### config.mk
export PLATFORM = sky130hd
export DESIGN_NAME = lstm_seq_ctrl
export DESIGN_NICKNAME = d
export VERILOG_FILES = /design/src/rtl/lstm_pkg.sv /design/src/rtl/lstm_mod_cnt.sv /design/src/rtl/lstm_seq_ctrl.sv
export SDC_FILE = /design/constraint.sdc
export NUM_CORES = 1
export LEC_CHECK = 0
export BUFFER_PORTS_ARGS = -buffer_cell sky130_fd_sc_hd__clkbuf_2
export CAP_MARGIN = 40
export CELL_PAD_IN_SITES_DETAIL_PLACEMENT = 1
export CELL_PAD_IN_SITES_GLOBAL_PLACEMENT = 1
export CORE_AREA = 2 2 98 100
export DETAILED_ROUTE_END_ITERATION = 16
export DIE_AREA = 0 0 100 102
export GPL_TIMING_DRIVEN = 0
export HOLD_SLACK_MARGIN = 0.08
export PLACE_DENSITY = 0.89
export SETUP_SLACK_MARGIN = 0.05
export SLEW_MARGIN = 20
export SYNTH_ARGS = -nofsm -noshare
export SYNTH_HDL_FRONTEND = slang
export SYNTH_SLANG_ARGS = --single-unit
### constraint.sdc
create_clock -name clk -period 10.1 [get_ports clk]
set_input_delay 0.505 -clock clk [delete_from_list [all_inputs] [get_ports clk]]
set_output_delay 0.505 -clock clk [all_outputs]
set_load 0.03 [all_outputs]
### src/rtl/lstm_pkg.sv
// lstm_pkg: shared constants for the LSTM sequence controller.
// Holds the default layer geometry, the controller state encoding and a
// small helper used to form flat weight-ROM addresses.
package lstm_pkg;

    localparam int LSTM_INPUT_SIZE   = 26;   // features per timestep
    localparam int LSTM_ALL_CELL_NUM = 30;   // total LSTM cells
    localparam int LSTM_UNITS_NUM    = 5;    // cells computed in parallel
    localparam int LSTM_TIME_STEP    = 148;  // timesteps per sequence
    localparam int LSTM_ADDR_W       = 8;

    localparam logic [3:0] ST_IDLE   = 4'd0;
    localparam logic [3:0] ST_CLR    = 4'd1;
    localparam logic [3:0] ST_LOAD_X = 4'd2;
    localparam logic [3:0] ST_RUN_X  = 4'd3;
    localparam logic [3:0] ST_RUN_H  = 4'd4;
    localparam logic [3:0] ST_WAIT_H = 4'd5;
    localparam logic [3:0] ST_STEP   = 4'd6;
    localparam logic [3:0] ST_FLUSH  = 4'd7;
    localparam logic [3:0] ST_DONE   = 4'd8;

    // grp*stride + idx in 8-bit unsigned arithmetic; the largest address
    // produced (5*30+29 = 179) stays below 256, so no wrap occurs.
    function automatic logic [7:0] lin_addr(input logic [7:0] grp,
                                            input logic [7:0] stride,
                                            input logic [7:0] idx);
        return (grp * stride) + idx;
    endfunction

endpackage

### src/rtl/lstm_mod_cnt.sv
// lstm_mod_cnt: modulo-MOD index counter.
// Ports:
//   clk, rst_n  - clock, asynchronous active-low reset
//   clr         - synchronous clear to 0 (wins over en)
//   en          - advance by one, wrapping MOD-1 -> 0
//   cnt_q       - registered count
//   cnt_d       - next count (lets the parent register derived values
//                 in step with the counter)
//   tc          - terminal count flag, cnt_q == MOD-1
module lstm_mod_cnt
    import lstm_pkg::*;
#(
    parameter int MOD = 26,
    parameter int W   = LSTM_ADDR_W
) (
    input  logic         clk,
    input  logic         rst_n,
    input  logic         clr,
    input  logic         en,
    output logic [W-1:0] cnt_q,
    output logic [W-1:0] cnt_d,
    output logic         tc
);

    assign tc = (cnt_q == W'(MOD - 1));

    always_comb begin
        cnt_d = cnt_q;
        if (clr) begin
            cnt_d = '0;
        end else if (en) begin
            cnt_d = tc ? '0 : cnt_q + 1'b1;
        end
    end

    always_ff @(posedge clk or negedge rst_n) begin
        if (!rst_n) begin
            cnt_q <= '0;
        end else begin
            cnt_q <= cnt_d;
        end
    end

endmodule

### src/rtl/lstm_seq_ctrl.sv
// lstm_seq_ctrl: sequencer for one LSTM layer over a full input sequence.
// For every timestep it walks the unit groups: feed x (streamed on group 0,
// replayed from the x buffer otherwise), feed previous h, then wait for the
// layer to report the group's h/c. After the last timestep the final h
// vector is streamed out.
// Ports:
//   clk, rst_n          - clock, asynchronous active-low reset
//   start               - one-cycle request, honoured only when idle
//   f_in_valid          - feature word valid on the input stream
//   h_o_valid           - layer finished the current unit group
//   w_x_en / get_x_en   - stream x into buffer / replay x buffer
//   get_preh_en         - feed previous h
//   addr_x, addr_preh   - x index, previous-h index
//   xw_addr, hw_addr    - input / recurrent weight ROM addresses
//   b_addr, c_addr, addr_h - current unit group
//   h_mem_sel           - H/C ping-pong select
//   prst                - H/C buffer clear pulse
//   h_to_full_en, to_full_h_addr - final h streaming
//   busy, done          - sequence in progress / one-cycle completion
// Every output is a flop, updated on the same edge as the state.
module lstm_seq_ctrl
    import lstm_pkg::*;
#(
    parameter int INPUT_SIZE   = LSTM_INPUT_SIZE,
    parameter int ALL_CELL_NUM = LSTM_ALL_CELL_NUM,
    parameter int UNITS_NUM    = LSTM_UNITS_NUM,
    parameter int TIME_STEP    = LSTM_TIME_STEP
) (
    input  logic       clk,
    input  logic       rst_n,
    input  logic       start,
    input  logic       f_in_valid,
    input  logic       h_o_valid,
    output logic       w_x_en,
    output logic       get_x_en,
    output logic       get_preh_en,
    output logic [7:0] addr_x,
    output logic [7:0] addr_preh,
    output logic [7:0] xw_addr,
    output logic [7:0] hw_addr,
    output logic [7:0] b_addr,
    output logic [7:0] c_addr,
    output logic [7:0] addr_h,
    output logic       h_mem_sel,
    output logic       prst,
    output logic       h_to_full_en,
    output logic [7:0] to_full_h_addr,
    output logic       busy,
    output logic       done
);

    localparam int         GROUPS   = ALL_CELL_NUM / UNITS_NUM;
    localparam logic [7:0] X_STRIDE = 8'(INPUT_SIZE);
    localparam logic [7:0] H_STRIDE = 8'(ALL_CELL_NUM);

    logic [3:0] state_q, state_d;
    logic       start_idle, wait_hit;
    logic [7:0] x_q, x_d, h_q, h_d, f_q, f_d, g_q, g_d, t_q, t_d;
    logic       x_tc, h_tc, f_tc, g_tc, t_tc;

    logic       w_x_en_q, get_x_en_q, get_preh_en_q, h_to_full_en_q;
    logic       h_mem_sel_q, h_mem_sel_d, prst_q, busy_q, done_q;
    logic [7:0] xw_addr_q, xw_addr_d, hw_addr_q, hw_addr_d;

    assign start_idle = (state_q == ST_IDLE) && start;
    assign wait_hit   = (state_q == ST_WAIT_H) && h_o_valid;

    // Counters wrap to 0 on their last advance, so each phase starts at 0
    // without an explicit clear.
    lstm_mod_cnt #(.MOD(INPUT_SIZE)) u_x_cnt (
        .clk(clk), .rst_n(rst_n), .clr(start_idle),
        .en(((state_q == ST_LOAD_X) && f_in_valid) || (state_q == ST_RUN_X)),
        .cnt_q(x_q), .cnt_d(x_d), .tc(x_tc)
    );

    lstm_mod_cnt #(.MOD(ALL_CELL_NUM)) u_h_cnt (
        .clk(clk), .rst_n(rst_n), .clr(start_idle),
        .en(state_q == ST_RUN_H),
        .cnt_q(h_q), .cnt_d(h_d), .tc(h_tc)
    );

    lstm_mod_cnt #(.MOD(ALL_CELL_NUM)) u_f_cnt (
        .clk(clk), .rst_n(rst_n), .clr(start_idle),
        .en(state_q == ST_FLUSH),
        .cnt_q(f_q), .cnt_d(f_d), .tc(f_tc)
    );

    // Group counter clears on the last group's h_o_valid so that g already
    // reads 0 while in STEP.
    lstm_mod_cnt #(.MOD(GROUPS)) u_g_cnt (
        .clk(clk), .rst_n(rst_n), .clr(start_idle || (wait_hit && g_tc)),
        .en(wait_hit && !g_tc),
        .cnt_q(g_q), .cnt_d(g_d), .tc(g_tc)
    );

    lstm_mod_cnt #(.MOD(TIME_STEP)) u_t_cnt (
        .clk(clk), .rst_n(rst_n), .clr(start_idle),
        .en(state_q == ST_STEP),
        .cnt_q(t_q), .cnt_d(t_d), .tc(t_tc)
    );

    // Only the terminal-count flag of the timestep counter is consumed.
    logic unused_t;
    assign unused_t = ^{t_q, t_d};

    always_comb begin
        state_d = state_q;
        case (state_q)
            ST_IDLE:   if (start) state_d = ST_CLR;
            ST_CLR:    state_d = ST_LOAD_X;
            ST_LOAD_X: if (f_in_valid && x_tc) state_d = ST_RUN_H;
            ST_RUN_X:  if (x_tc) state_d = ST_RUN_H;
            ST_RUN_H:  if (h_tc) state_d = ST_WAIT_H;
            ST_WAIT_H: if (h_o_valid) state_d = g_tc ? ST_STEP : ST_RUN_X;
            ST_STEP:   state_d = t_tc ? ST_FLUSH : ST_LOAD_X;
            ST_FLUSH:  if (f_tc) state_d = ST_DONE;
            ST_DONE:   state_d = ST_IDLE;
            default:   state_d = ST_IDLE;
        endcase
    end

    // Outputs are decoded from the next state and next counter values so
    // that, once registered, they line up with the state they describe.
    always_comb begin
        h_mem_sel_d = h_mem_sel_q;
        if (start_idle) begin
            h_mem_sel_d = 1'b0;
        end else if ((state_q == ST_WAIT_H) && (state_d == ST_STEP)) begin
            h_mem_sel_d = ~h_mem_sel_q;
        end
        xw_addr_d = lin_addr(g_d, X_STRIDE, x_d);
        hw_addr_d = lin_addr(g_d, H_STRIDE, h_d);
    end

    always_ff @(posedge clk or negedge rst_n) begin
        if (!rst_n) begin
            state_q        <= ST_IDLE;
            w_x_en_q       <= 1'b0;
            get_x_en_q     <= 1'b0;
            get_preh_en_q  <= 1'b0;
            h_to_full_en_q <= 1'b0;
            h_mem_sel_q    <= 1'b0;
            prst_q         <= 1'b0;
            busy_q         <= 1'b0;
            done_q         <= 1'b0;
            xw_addr_q      <= 8'd0;
            hw_addr_q      <= 8'd0;
        end else begin
            state_q        <= state_d;
            w_x_en_q       <= (state_d == ST_LOAD_X);
            get_x_en_q     <= (state_d == ST_RUN_X);
            get_preh_en_q  <= (state_d == ST_RUN_H);
            h_to_full_en_q <= (state_d == ST_FLUSH);
            h_mem_sel_q    <= h_mem_sel_d;
            prst_q         <= (state_d == ST_CLR);
            busy_q         <= (state_d != ST_IDLE);
            done_q         <= (state_d == ST_DONE);
            xw_addr_q      <= xw_addr_d;
            hw_addr_q      <= hw_addr_d;
        end
    end

    assign w_x_en         = w_x_en_q;
    assign get_x_en       = get_x_en_q;
    assign get_preh_en    = get_preh_en_q;
    assign h_to_full_en   = h_to_full_en_q;
    assign h_mem_sel      = h_mem_sel_q;
    assign prst           = prst_q;
    assign busy           = busy_q;
    assign done           = done_q;
    assign addr_x         = x_q;
    assign addr_preh      = h_q;
    assign to_full_h_addr = f_q;
    assign xw_addr        = xw_addr_q;
    assign hw_addr        = hw_addr_q;
    assign b_addr         = g_q;
    assign c_addr         = g_q;
    assign addr_h         = g_q;

endmodule
==> out/results.ini, run 1 <==
[critical_path]
critPathRequiredTime_ns=10.34
cp.arrival_ns=6.14
path_class=flop to flop
cp_max_fo=7
cp-end-kind=flop
startpoint_type=flop

[sta]
post-route-period-util_pct=58.4
clock_skew_ns=0.0105
fmax_ghz=0.169
fin_crit_ns=5.90
slew_viol_final=0
fin_tns_setup_ns=0
rsz0062_at_grt=false
relSlewSlack_pct=50.4
tightest_slew_ns=0.743
hold_viol_final=0
setup_viol=0

[clocking]
cts.repair_timing.setup_buffer_count=0
cts-hold-fix-buffers=0
cts_sinks=66
numCtsBuffers=9
cts.clk_slew.worst_paths_ns=0.08
cts_buffer_depth=2
cts.repair.resized=0
clk_latency_ns=0.36
cts_tree=built
root_buffer=clkbuf_8
htreeDepth=3

[yosys]
synth_top_cell_area_share_pct=39.6
synth-adder-area-share_pct=15.9
synth_ff_type=dfrtp_1
synth_top_family_by_area=simple AND/OR/NAND/NOR gates
synth-seq-cells=66
seq_area_frac_synth_pct=39.6
synth-edff-count=0
synth.most_common_cell=dfrtp_1
synth_area_leaders=dfrtp_1 40%, ha_1 10%, fa_1 5.8%
yosys.area.top_type=dfrtp_1
ys_types=49
synth_commonest_cells=66 x dfrtp_1, 38 x nor2_1, 34 x ha_1, 34 x inv_1, 27 x nand2_1
synth_compound_area_share_pct=10.3
synth-simple-area-share_pct=17.1
syn_nets=474
yosys_warnings=0
synth.cell_area_mm2=0.00418
synth_mux_area_share_pct=0.569
postSynthCellCount=423
synth_area_per_cell_um2=9.87
async_flop_share_pct=100
synthXorXnorAreaFrac_pct=9.77

[floorplanning]
start_util_pct=45.8
die_h_um=102
core_area_mm2=0.00911
fp.dieW_um=100
row_count=35
die_area_mm2=0.0102
io_pins=77

[power]
p_leak_nw=2.60
ir_worst_vdd_mv=0.0834
p_per_area_mw_per_mm2=177

[cells_and_area]
ff_latch_area_mm2=0.00165
final_cells=629
antenna_cells=0
n_fill_cell=1068
drive_gt1_share_pct=23.0
multi_input_area_mm2=0.00224
area_growth_pct=18.4
nets=564

[global_route]
grt_pass1_vias=3822
grt.met3_usage_pct=4.04
antenna_found_initial=0
busiest_layer=met2
met1_usage_pct=27.8
use_met2_pct=42.8
track_usage_pct=23.9
gr-total-overflow=0
grt_pass1_wl_um=18900
grt_max_degree=40

[run_status]
outcome=finished clean

[routing]
viasPerCell=5.55
drt_first_pass_iters=4
remaining_drc_errors=0
vias=3494
dr.first_iter.drc_count=113
drt_wl_total_um=11500
wl_per_cell_um=18.3
antenna_left=0

[place]
numPortBuffers=76
post-dp-hpwl_um=8580
dp_cells=613
gp_congestion=0.868

[flow_run]
cap_violations=0

[min_path]
hold_class=input port to asynchronous set/reset pin

## kinds of logic (layout without fill, tap and decap cells)
group / Yosys count / count (layout)
xor+xnor: 45 / 45
compound gates: 69 / 69
fa+ha+maj: 46 / 46
simple gates: 138 / 138
flops: 66 / 66
mux: 2 / 2
buf+inv: 57 / 152
## power breakdown
| group | internal [mW] | total [mW] | leakage [nW] | switching, mW |
|---|---|---|---|---|
| Combinational | 0.0867 | 0.285 | 1.62 | 0.198 |
| Sequential | 0.304 | 0.339 | 0.868 | 0.0351 |
| Clock | 0.144 | 0.250 | 0.116 | 0.106 |
## per-stage QoR
stage               total power, mW  setup slack, ns  instance area (µm²)  hold WS [ns]  utilization (%)
floorplan                     0.530             4.67                 4180         0.209                -
global placement              0.604             4.17                 4690         0.487             51.5
detailed placement            0.624             4.25                 4730         0.489             51.9
CTS                           0.881             4.18                 4940         0.102             54.3
global route                  0.919             3.97                 4940         0.117             54.3
finish                        0.875             4.20                 4940        0.0994             54.3
## flip-flops by register name, summed over array words and instances (netlist names), 4 cells and up
register and flops:
u_f_cnt.cnt_q 8, u_g_cnt.cnt_q 8, u_h_cnt.cnt_q 8, u_t_cnt.cnt_q 8
u_x_cnt.cnt_q 8, hw_addr 7, xw_addr 7, state_q 4
## per-layer routing
layer / routed length (µm) / up-vias
li1: - / 1613
met1: 4780 / 1761
met2: 5970 / 90
met3: 411 / 30
met4: 342 / 0
met5: 0 / -
## cell usage in the layout (no fill, tap or decap), drive strengths merged, types with 4 or more instances in the layout
cell type	synthesis	routed
clkbuf	4	90
dfrtp	66	66
nor2	38	38
inv	34	34
ha	34	34
nand2	27	27
o21ai	27	27
xnor2	24	24
buf	19	22
xor2	20	20
a21oi	17	17
nand3	16	16
fa	12	12
nand4	7	7
and3	7	7
a21o	6	6
nor4	5	5
nor3	5	5
or3	4	4
o31ai	4	4
nor2b	4	4
clkinv	0	4
## cell type report
type,count,share of cell area (%)
buffer,23,3.19
tap,111,2.81
multi-input combinational,300,45.3
timing repair buffer,79,8.35
sequential,66,33.4
inverter,34,2.58
clock buffer,10,2.78
clock inverter,6,1.62
## final timing paths
| kind | from | endpoint | slack [ns] | cells past startpoint |
|---|---|---|---|---|
| worst min-delay path | rst_n | u_x_cnt.cnt_q[1]$_DFF_PN0_ | 0.1 | 1 |
| min in group clk | u_t_cnt.cnt_q[0]$_DFFE_PN0P_ | u_t_cnt.cnt_q[0]$_DFFE_PN0P_ | 0.53 | 1 |
| worst min register to register | u_t_cnt.cnt_q[0]$_DFFE_PN0P_ | u_t_cnt.cnt_q[0]$_DFFE_PN0P_ | 0.53 | 1 |
| max in group asynchronous | rst_n | hw_addr[4]$_DFF_PN0_ | 9.44 | 2 |
| worst max-delay path | u_g_cnt.cnt_q[0]$_DFF_PN0_ | hw_addr[7]$_DFF_PN0_ | 4.20 | 21 |
| worst max register to register | u_g_cnt.cnt_q[0]$_DFF_PN0_ | hw_addr[7]$_DFF_PN0_ | 4.20 | 21 |
## worst max-delay path, stage by stage, from the launching register on
cell and delay (ns):
dfrtp_1 0.52, ha_1 0.21, nor4b_1 0.54, buf_2 0.25, and2_1 0.15, nor3_1 0.09
a211oi_1 0.60, buf_2 0.30, inv_1 0.07, fa_1 0.48, inv_1 0.07, fa_1 0.52
inv_1 0.06, fa_1 0.48, inv_1 0.07, ha_1 0.32, inv_1 0.07, nor2_1 0.10
nor2_1 0.07, o21ai_0 0.22, xor2_1 0.22, xnor3_1 0.34
No activity file was read; power rests on OpenSTA's default activity.
==> run 2, diff against run 1 <==
--- a/config.mk
+++ b/config.mk
@@ -9,12 +9,12 @@
 export CAP_MARGIN = 40
 export CELL_PAD_IN_SITES_DETAIL_PLACEMENT = 1
 export CELL_PAD_IN_SITES_GLOBAL_PLACEMENT = 1
-export CORE_AREA = 2 2 98 100
+export CORE_AREA = 2 2 102 104
 export DETAILED_ROUTE_END_ITERATION = 16
-export DIE_AREA = 0 0 100 102
+export DIE_AREA = 0 0 104 106
 export GPL_TIMING_DRIVEN = 0
 export HOLD_SLACK_MARGIN = 0.08
-export PLACE_DENSITY = 0.89
+export PLACE_DENSITY = 0.83
 export SETUP_SLACK_MARGIN = 0.05
 export SLEW_MARGIN = 20
 export SYNTH_ARGS = -nofsm -noshare
==> constraint.sdc (replaced) <==
create_clock -name clk -period 6.15 [get_ports clk]
set_input_delay 0.3075 -clock clk [delete_from_list [all_inputs] [get_ports clk]]
set_output_delay 0.3075 -clock clk [all_outputs]
set_load 0.03 [all_outputs]
==> out/results.ini, run 2 (synthesized netlist as in run 1, its figures left out) <==
[critical_path]
path_class=flop to flop
r2r_cells=20  ; -4.8%
startpoint_type=flop
cp_num_buf_inv=4  ; -3
cp.arrival_ns=5.82  ; -0.32 ns
crit_chain=ha_1, nor4b_1, buf_1, and2_1, nor3_1, a211oi_2, buf_2, inv_1, fa_1, inv_1, fa_1, ha_1, a21o_1, a21oi_1, xnor2_1, ha_1, a21oi_1, o21ai_0, xor2_1, xnor3_1
crit_slowest_cell=nor4b_1
cp.depth=20  ; -4.8%
worst_path_dominant_cell_family=adder cells
cp-end-kind=flop
slowest_delay_ns=0.52  ; -0.08 ns
critPathRequiredTime_ns=6.38  ; -3.96 ns
crit_top_cell=ha_1
cp_max_fo=7  ; unchanged

[cells_and_area]
area_growth_pct=19.1
final_common_cell=clkbuf_2
design_area_mm2=0.00497  ; +0.53%
n_fill_cell=1197  ; +12%
antenna_cells=0  ; unchanged
nets=565  ; +0.18%
drive_gt1_share_pct=22.6  ; -0.34 points
layout_common_cells=75 x clkbuf_2, 66 x dfrtp_1, 38 x nor2_1, 34 x inv_1, 34 x ha_1

[place]
post-place-ws_ns=0.465  ; -3.79 ns
post-dp-hpwl_um=8100  ; -5.7%
numPortBuffers=76  ; unchanged
gp_congestion=0.821  ; -5.5%
postPlaceCellArea_mm2=0.00476  ; +0.79%

[sta]
rsz0062_at_grt=false
post-route-period-util_pct=91.0  ; +33 points
fin_crit_ns=5.60  ; -0.304 ns
hold_slack_ns=0.393  ; +0.293 ns
hold_viol_final=0  ; unchanged
clock_skew_ns=0.00743  ; -0.00303 ns
tightest_slew_ns=0.758  ; +0.0157 ns
worst_slack_ns=0.554  ; -3.65 ns
fmax_ghz=0.179  ; +5.4%
relSlewSlack_pct=49.3  ; -1.0 points
setup_viol=0  ; unchanged
fin_tns_setup_ns=0  ; unchanged
slew_viol_final=0  ; unchanged

[power]
ir_worst_vdd_mv=0.145  ; +74%
p_per_area_mw_per_mm2=276  ; +56%
p_leak_nw=2.59  ; -0.39%
finalPower_mw=1.37  ; +57%

[flow_run]
cap_violations=0  ; unchanged

[routing]
drt_first_pass_iters=4  ; unchanged
drt_wl_total_um=10400  ; -9.3%
wl_per_cell_um=16.0  ; -13%
antenna_left=0  ; unchanged
vias=3422  ; -2.1%
remaining_drc_errors=0  ; unchanged
viasPerCell=5.24  ; -5.7%
dr.first_iter.drc_count=80  ; -29%

[clocking]
clk_latency_ns=0.36  ; about the same
numCtsBuffers=9  ; unchanged
cts_buffer_depth=2  ; unchanged
cts.clk_slew.worst_paths_ns=0.07  ; about the same
htreeDepth=3  ; unchanged
root_buffer=clkbuf_8
cts_tree=built
cts_sinks=66  ; unchanged

[global_route]
grt_pass1_wl_um=17800  ; -6.0%
grt_max_degree=52  ; +30%
grt_pass1_vias=3604  ; -5.7%
track_usage_pct=20.2  ; -3.7 points
gr-total-overflow=0  ; unchanged
antenna_found_initial=0  ; unchanged

[floorplanning]
row_count=37  ; +5.7%
die_h_um=106  ; +3.9%
die_area_mm2=0.0110  ; +8.1%
core_area_mm2=0.0100  ; +9.8%
start_util_pct=41.8  ; -4.1 points
io_pins=77  ; unchanged
fp.dieW_um=104  ; +4.0%

[min_path]
hold_class=input port to asynchronous set/reset pin

[run_status]
outcome=finished clean

## run 2: cell count changes in the layout (fill, tap and decap cells not counted)
| cell | delta |
|---|---|
| buf_1 | +1 |
| buf_12 | -1 |
| buf_16 | +1 |
| dlygate4sd3_1 | +1 |
| clkinv_2 | -2 |
| buf_2 | -1 |
| a211oi_1 | -1 |
| a211oi_2 | +1 |
| clkbuf_8 | +1 |
| bufinv_16 | -1 |
## run 2: final timing paths
kind,slack (ns),end,startpoint
worst max-delay path,0.55,hw_addr[7]$_DFF_PN0_,u_g_cnt.cnt_q[0]$_DFF_PN0_
worst min-delay path,0.39,done$_DFF_PN0_,rst_n
worst max register to register,0.55,hw_addr[7]$_DFF_PN0_,u_g_cnt.cnt_q[0]$_DFF_PN0_
worst min register to register,0.51,u_f_cnt.cnt_q[7]$_DFFE_PN0P_,u_f_cnt.cnt_q[7]$_DFFE_PN0P_
max in group asynchronous,5.23,hw_addr[6]$_DFF_PN0_,rst_n
min in group clk,0.46,state_q[0]$_DFF_PN0_,h_o_valid
## run 2: power breakdown
| part | switching, mW | total, mW | leakage (nW) | internal, mW |
|---|---|---|---|---|
| combinational | 0.309 | 0.453 | 1.63 | 0.143 |
| clock | 0.162 | 0.365 | 0.101 | 0.203 |
| sequential | 0.0564 | 0.556 | 0.868 | 0.500 |
## run 2: routing by layer
| metal | global-route usage [%] | vias to the layer above | routed length [µm] |
|---|---|---|---|
| li1 | - | 1616 | - |
| met3 | 3.43 | 20 | 313 |
| met2 | 35.0 | 67 | 5350 |
| met4 | 8.98 | 0 | 238 |
| met5 | 0 | - | 0 |
| met1 | 24.8 | 1719 | 4530 |
## run 2: area by class of cell
type	count	area, µm²	area share [%]
inverter	34	128	2.57
multi-input combinational	300	2240	45.1
buffer	23	158	3.17
clock inverter	3	40.0	0.805
tap	136	170	3.42
timing repair buffer	80	429	8.63
sequential	66	1650	33.2
clock buffer	11	151	3.05
## run 2: timing repair
item	4_1_cts	5_1_grt
resized for setup	0	1
endpoints found under the setup margin	0	1
hold endpoints to repair	15	0
buffers inserted	0	0
hold buffers	1	0
## run 2: stage by stage
step / instances / util, %
finish: 653 / 49.7
global route: 653 / 49.7
CTS: 653 / 49.7
detailed placement: 638 / 47.6
global placement: 635 / 47.3
floorplan: 423 / -
## run 2: worst reg2reg max path, cell delays in order (launching register included)
cell and delay, ns:
dfrtp_1 0.51, ha_1 0.20, nor4b_1 0.52, buf_1 0.23
and2_1 0.18, nor3_1 0.10, a211oi_2 0.46, buf_2 0.26
inv_1 0.07, fa_1 0.48, inv_1 0.06, fa_1 0.47
ha_1 0.31, a21o_1 0.17, a21oi_1 0.17, xnor2_1 0.17
ha_1 0.32, a21oi_1 0.17, o21ai_0 0.13, xor2_1 0.19
xnor3_1 0.33
==> run 3, diff against run 2 <==
--- a/config.mk
+++ b/config.mk
@@ -5,16 +5,15 @@
 export SDC_FILE = /design/constraint.sdc
 export NUM_CORES = 1
 export LEC_CHECK = 0
+export ABC_AREA = 1
 export BUFFER_PORTS_ARGS = -buffer_cell sky130_fd_sc_hd__clkbuf_2
 export CAP_MARGIN = 40
-export CELL_PAD_IN_SITES_DETAIL_PLACEMENT = 1
-export CELL_PAD_IN_SITES_GLOBAL_PLACEMENT = 1
-export CORE_AREA = 2 2 102 104
+export CORE_AREA = 2 2 98 100
 export DETAILED_ROUTE_END_ITERATION = 16
-export DIE_AREA = 0 0 104 106
+export DIE_AREA = 0 0 100 102
 export GPL_TIMING_DRIVEN = 0
 export HOLD_SLACK_MARGIN = 0.08
-export PLACE_DENSITY = 0.83
+export PLACE_DENSITY = 0.77
 export SETUP_SLACK_MARGIN = 0.05
 export SLEW_MARGIN = 20
 export SYNTH_ARGS = -nofsm -noshare
==> out/results.ini, run 3 <==
[run_status]
outcome=finished clean

[critical_path]
cp-end-kind=flop
cp.arrival_ns=5.60  ; -0.22 ns
crit_slowest_cell=nor3b_2
startpoint_type=flop
path_class=flop to flop
crit_top_cell=nand2_1
slowest_delay_ns=0.60  ; +0.08 ns
cp_max_fo=8  ; +1
critPathRequiredTime_ns=6.39  ; about the same

[cells_and_area]
postLayoutCoreUtil_pct=59.2  ; +9.5 points
drive_gt1_share_pct=21.9  ; -0.69 points
n_fill_cell=825  ; -31%
antenna_cells=0  ; unchanged
nets=707  ; +25%
final_common_cell=nand2_1
area_growth_pct=17.2
layout_common_cells=118 x nand2_1, 93 x inv_1, 75 x clkbuf_2, 66 x dfrtp_1, 44 x nor2_1

[power]
p_clk_share_pct=25.6  ; -1.0 points
ir_worst_vdd_mv=0.239  ; +65%
seqPwrFrac_pct=35.3  ; -5.2 points
switchingPower_mw=0.669  ; +27%
internal_power_mw=0.936  ; +11%
p_leak_nw=3.01  ; +16%
switching_share_pct=41.7  ; +3.3 points
pwr-share-comb_pct=39.1  ; +6.1 points
p_per_area_mw_per_mm2=298  ; +7.7%

[yosys]
syn_nets=618  ; +30%
postSynthCellCount=567  ; +34%
synth.most_common_cell=nand2_1
seq_area_frac_synth_pct=35.9  ; -3.7 points
synth-edff-count=0  ; unchanged
synth-seq-cells=66  ; unchanged
async_flop_share_pct=100  ; unchanged
yosys_warnings=0  ; unchanged
synth_area_leaders=dfrtp_1 36%, nand2_1 9.6%, ha_1 9.2%
synth.cell_area_mm2=0.00460  ; +10%
synth_commonest_cells=118 x nand2_1, 93 x inv_1, 66 x dfrtp_1
yosys.area.top_type=dfrtp_1
synth_area_per_cell_um2=8.11  ; -18%
ys_types=42  ; -14%
synth_top_cell_area_share_pct=35.9  ; -3.7 points
synth_ff_type=dfrtp_1

[clocking]
cts.repair.resized=0  ; unchanged
clk_latency_ns=0.35  ; about the same
cts_sinks=66  ; unchanged
cts.repair_timing.setup_buffer_count=0  ; unchanged
root_buffer=clkbuf_8
htreeDepth=3  ; unchanged
cts.clk_slew.worst_paths_ns=0.07  ; about the same
cts_buffer_depth=2  ; unchanged
cts_tree=built
numCtsBuffers=9  ; unchanged

[routing]
dr.first_iter.drc_count=143  ; +79%
viasPerCell=5.04  ; -3.8%
drt_wl_total_um=10100  ; -3.4%
vias=3892  ; +14%
remaining_drc_errors=0  ; unchanged
wl_per_cell_um=13.1  ; -18%
drt_first_pass_iters=4  ; unchanged
antenna_left=0  ; unchanged

[global_route]
track_usage_pct=21.5  ; +1.3 points
grt_max_degree=54  ; +3.8%
grt_pass1_wl_um=17300  ; -2.7%
grt_pass1_vias=3882  ; +7.7%
antenna_found_initial=0  ; unchanged
gr-total-overflow=0  ; unchanged

[sta]
rsz0062_at_grt=false
slew_viol_final=0  ; unchanged
relSlewSlack_pct=54.2  ; +4.9 points
hold_viol_final=0  ; unchanged
setup_viol=0  ; unchanged
clock_skew_ns=0.0117  ; +0.00424 ns
post-route-period-util_pct=87.2  ; -3.8 points
tightest_slew_ns=0.684  ; -0.0743 ns
fin_crit_ns=5.36  ; -0.236 ns
fin_tns_setup_ns=0  ; unchanged
fmax_ghz=0.187  ; +4.4%

[floorplanning]
die_h_um=102  ; -3.8%
row_count=35  ; -5.4%
core_area_mm2=0.00911  ; -8.9%
fp.dieW_um=100  ; -3.8%
start_util_pct=50.5  ; +8.8 points
io_pins=77  ; unchanged
die_area_mm2=0.0102  ; -7.5%

[place]
gp_congestion=0.870  ; +6.1%
numPortBuffers=76  ; unchanged
post-dp-hpwl_um=7730  ; -4.6%

[flow_run]
cap_violations=0  ; unchanged

[min_path]
hold_class=input port to flop

[run 3: cell count changes in the layout (fill, tap and decap cells not counted), sizes merged, moves of 11 or more]
cell / change
nor2: +11
inv: +62
nand3: +23
nand2: +104
xnor2: -17
o21ai: -15
[run 3: power groups by stage]
stage | registers (mW) | logic (mW) | clock network [mW]
3_5_place_dp | 0.575 | 0.625 | 0
5_1_grt | 0.576 | 0.699 | 0.442
2_1_floorplan | 0.695 | 0.328 | 0
3_3_place_gp | 0.571 | 0.608 | 0
6_report | 0.567 | 0.628 | 0.410
4_1_cts | 0.568 | 0.632 | 0.422
[run 3: area by class of cell]
type                    count  area (µm²)  area share [%]
flip-flops and latches     66        1650            30.6
inverters                  96         360            6.68
repair buffers             78         420            7.80
clock inverters             6        90.1            1.67
well taps                 111         139            2.58
plain buffers              20         148            2.74
clock buffers              10         138            2.55
multi-input cells         385        2450            45.4
[run 3: critical path: cells and delay by family, from the launching register on]
family                   cells  cell delay (ns)
XOR/XNOR                     1             0.17
AO/OA/AOI/OAI                1             0.15
AND/OR/NAND/NOR             13             1.90
flip-flops                   1             0.49
adder cells (fa/ha/maj)      5             2.00
buffers and inverters        6             0.54
[run 3: worst paths after layout]
path                                               from                      endpoint  slack [ns]  depth (start not counted)
setup reg to reg             u_g_cnt.cnt_q[1]$_DFF_PN0_          hw_addr[7]$_DFF_PN0_        0.79                         26
setup / recovery             u_g_cnt.cnt_q[1]$_DFF_PN0_          hw_addr[7]$_DFF_PN0_        0.79                         26
hold reg to reg            u_t_cnt.cnt_q[0]$_DFFE_PN0P_  u_t_cnt.cnt_q[0]$_DFFE_PN0P_        0.53                          1
hold / removal                                    start                prst$_DFF_PN0_        0.30                          3
max in group asynchronous                         rst_n    u_h_cnt.cnt_q[3]$_DFF_PN0_        5.24                          3
min in group asynchronous                         rst_n    u_x_cnt.cnt_q[1]$_DFF_PN0_        0.37                          2
[run 3: layer usage]
| metal | part of all wire (%) | global-route usage [%] |
|---|---|---|
| met3 | 3.9 | 3.83 |
| met5 | 0 | 0 |
| met4 | 1.6 | 8.85 |
| met1 | 46 | 27.0 |
| met2 | 49 | 37.0 |
[run 3: per-stage QoR]
| stage | std cells | power (mW) | cell area (µm²) | worst slack [ns] | hold WS, ns |
|---|---|---|---|---|---|
| floorplan | 567 | 1.02 | 4600 | 1.08 | 0.0119 |
| global placement | 754 | 1.18 | 5120 | 0.469 | 0.513 |
| detailed placement | 755 | 1.20 | 5150 | 0.783 | 0.215 |
| CTS | 772 | 1.62 | 5390 | 0.792 | 0.275 |
| global route | 772 | 1.72 | 5390 | 0.423 | 0.299 |
| finish | 772 | 1.61 | 5390 | 0.790 | 0.296 |
[run 3: cells by family (layout without fill, tap and decap cells)]
| logic type | after synthesis | after routing | synth area share, % |
|---|---|---|---|
| xor gates and xnor gates | 23 | 23 | 4.38 |
| AOI/OAI and AO/OA | 56 | 56 | 7.34 |
| buffers and inverters | 116 | 210 | 11.0 |
| and+or+nand+nor | 260 | 260 | 26.9 |
| adders and majority gates | 46 | 46 | 14.5 |
| DFF | 66 | 66 | 35.9 |
[run 3: what timing repair did]
action | in CTS | in global routing
hold buffers | 1 | 0
endpoints found under the setup margin | 0 | 0
hold endpoints to repair | 13 | 0
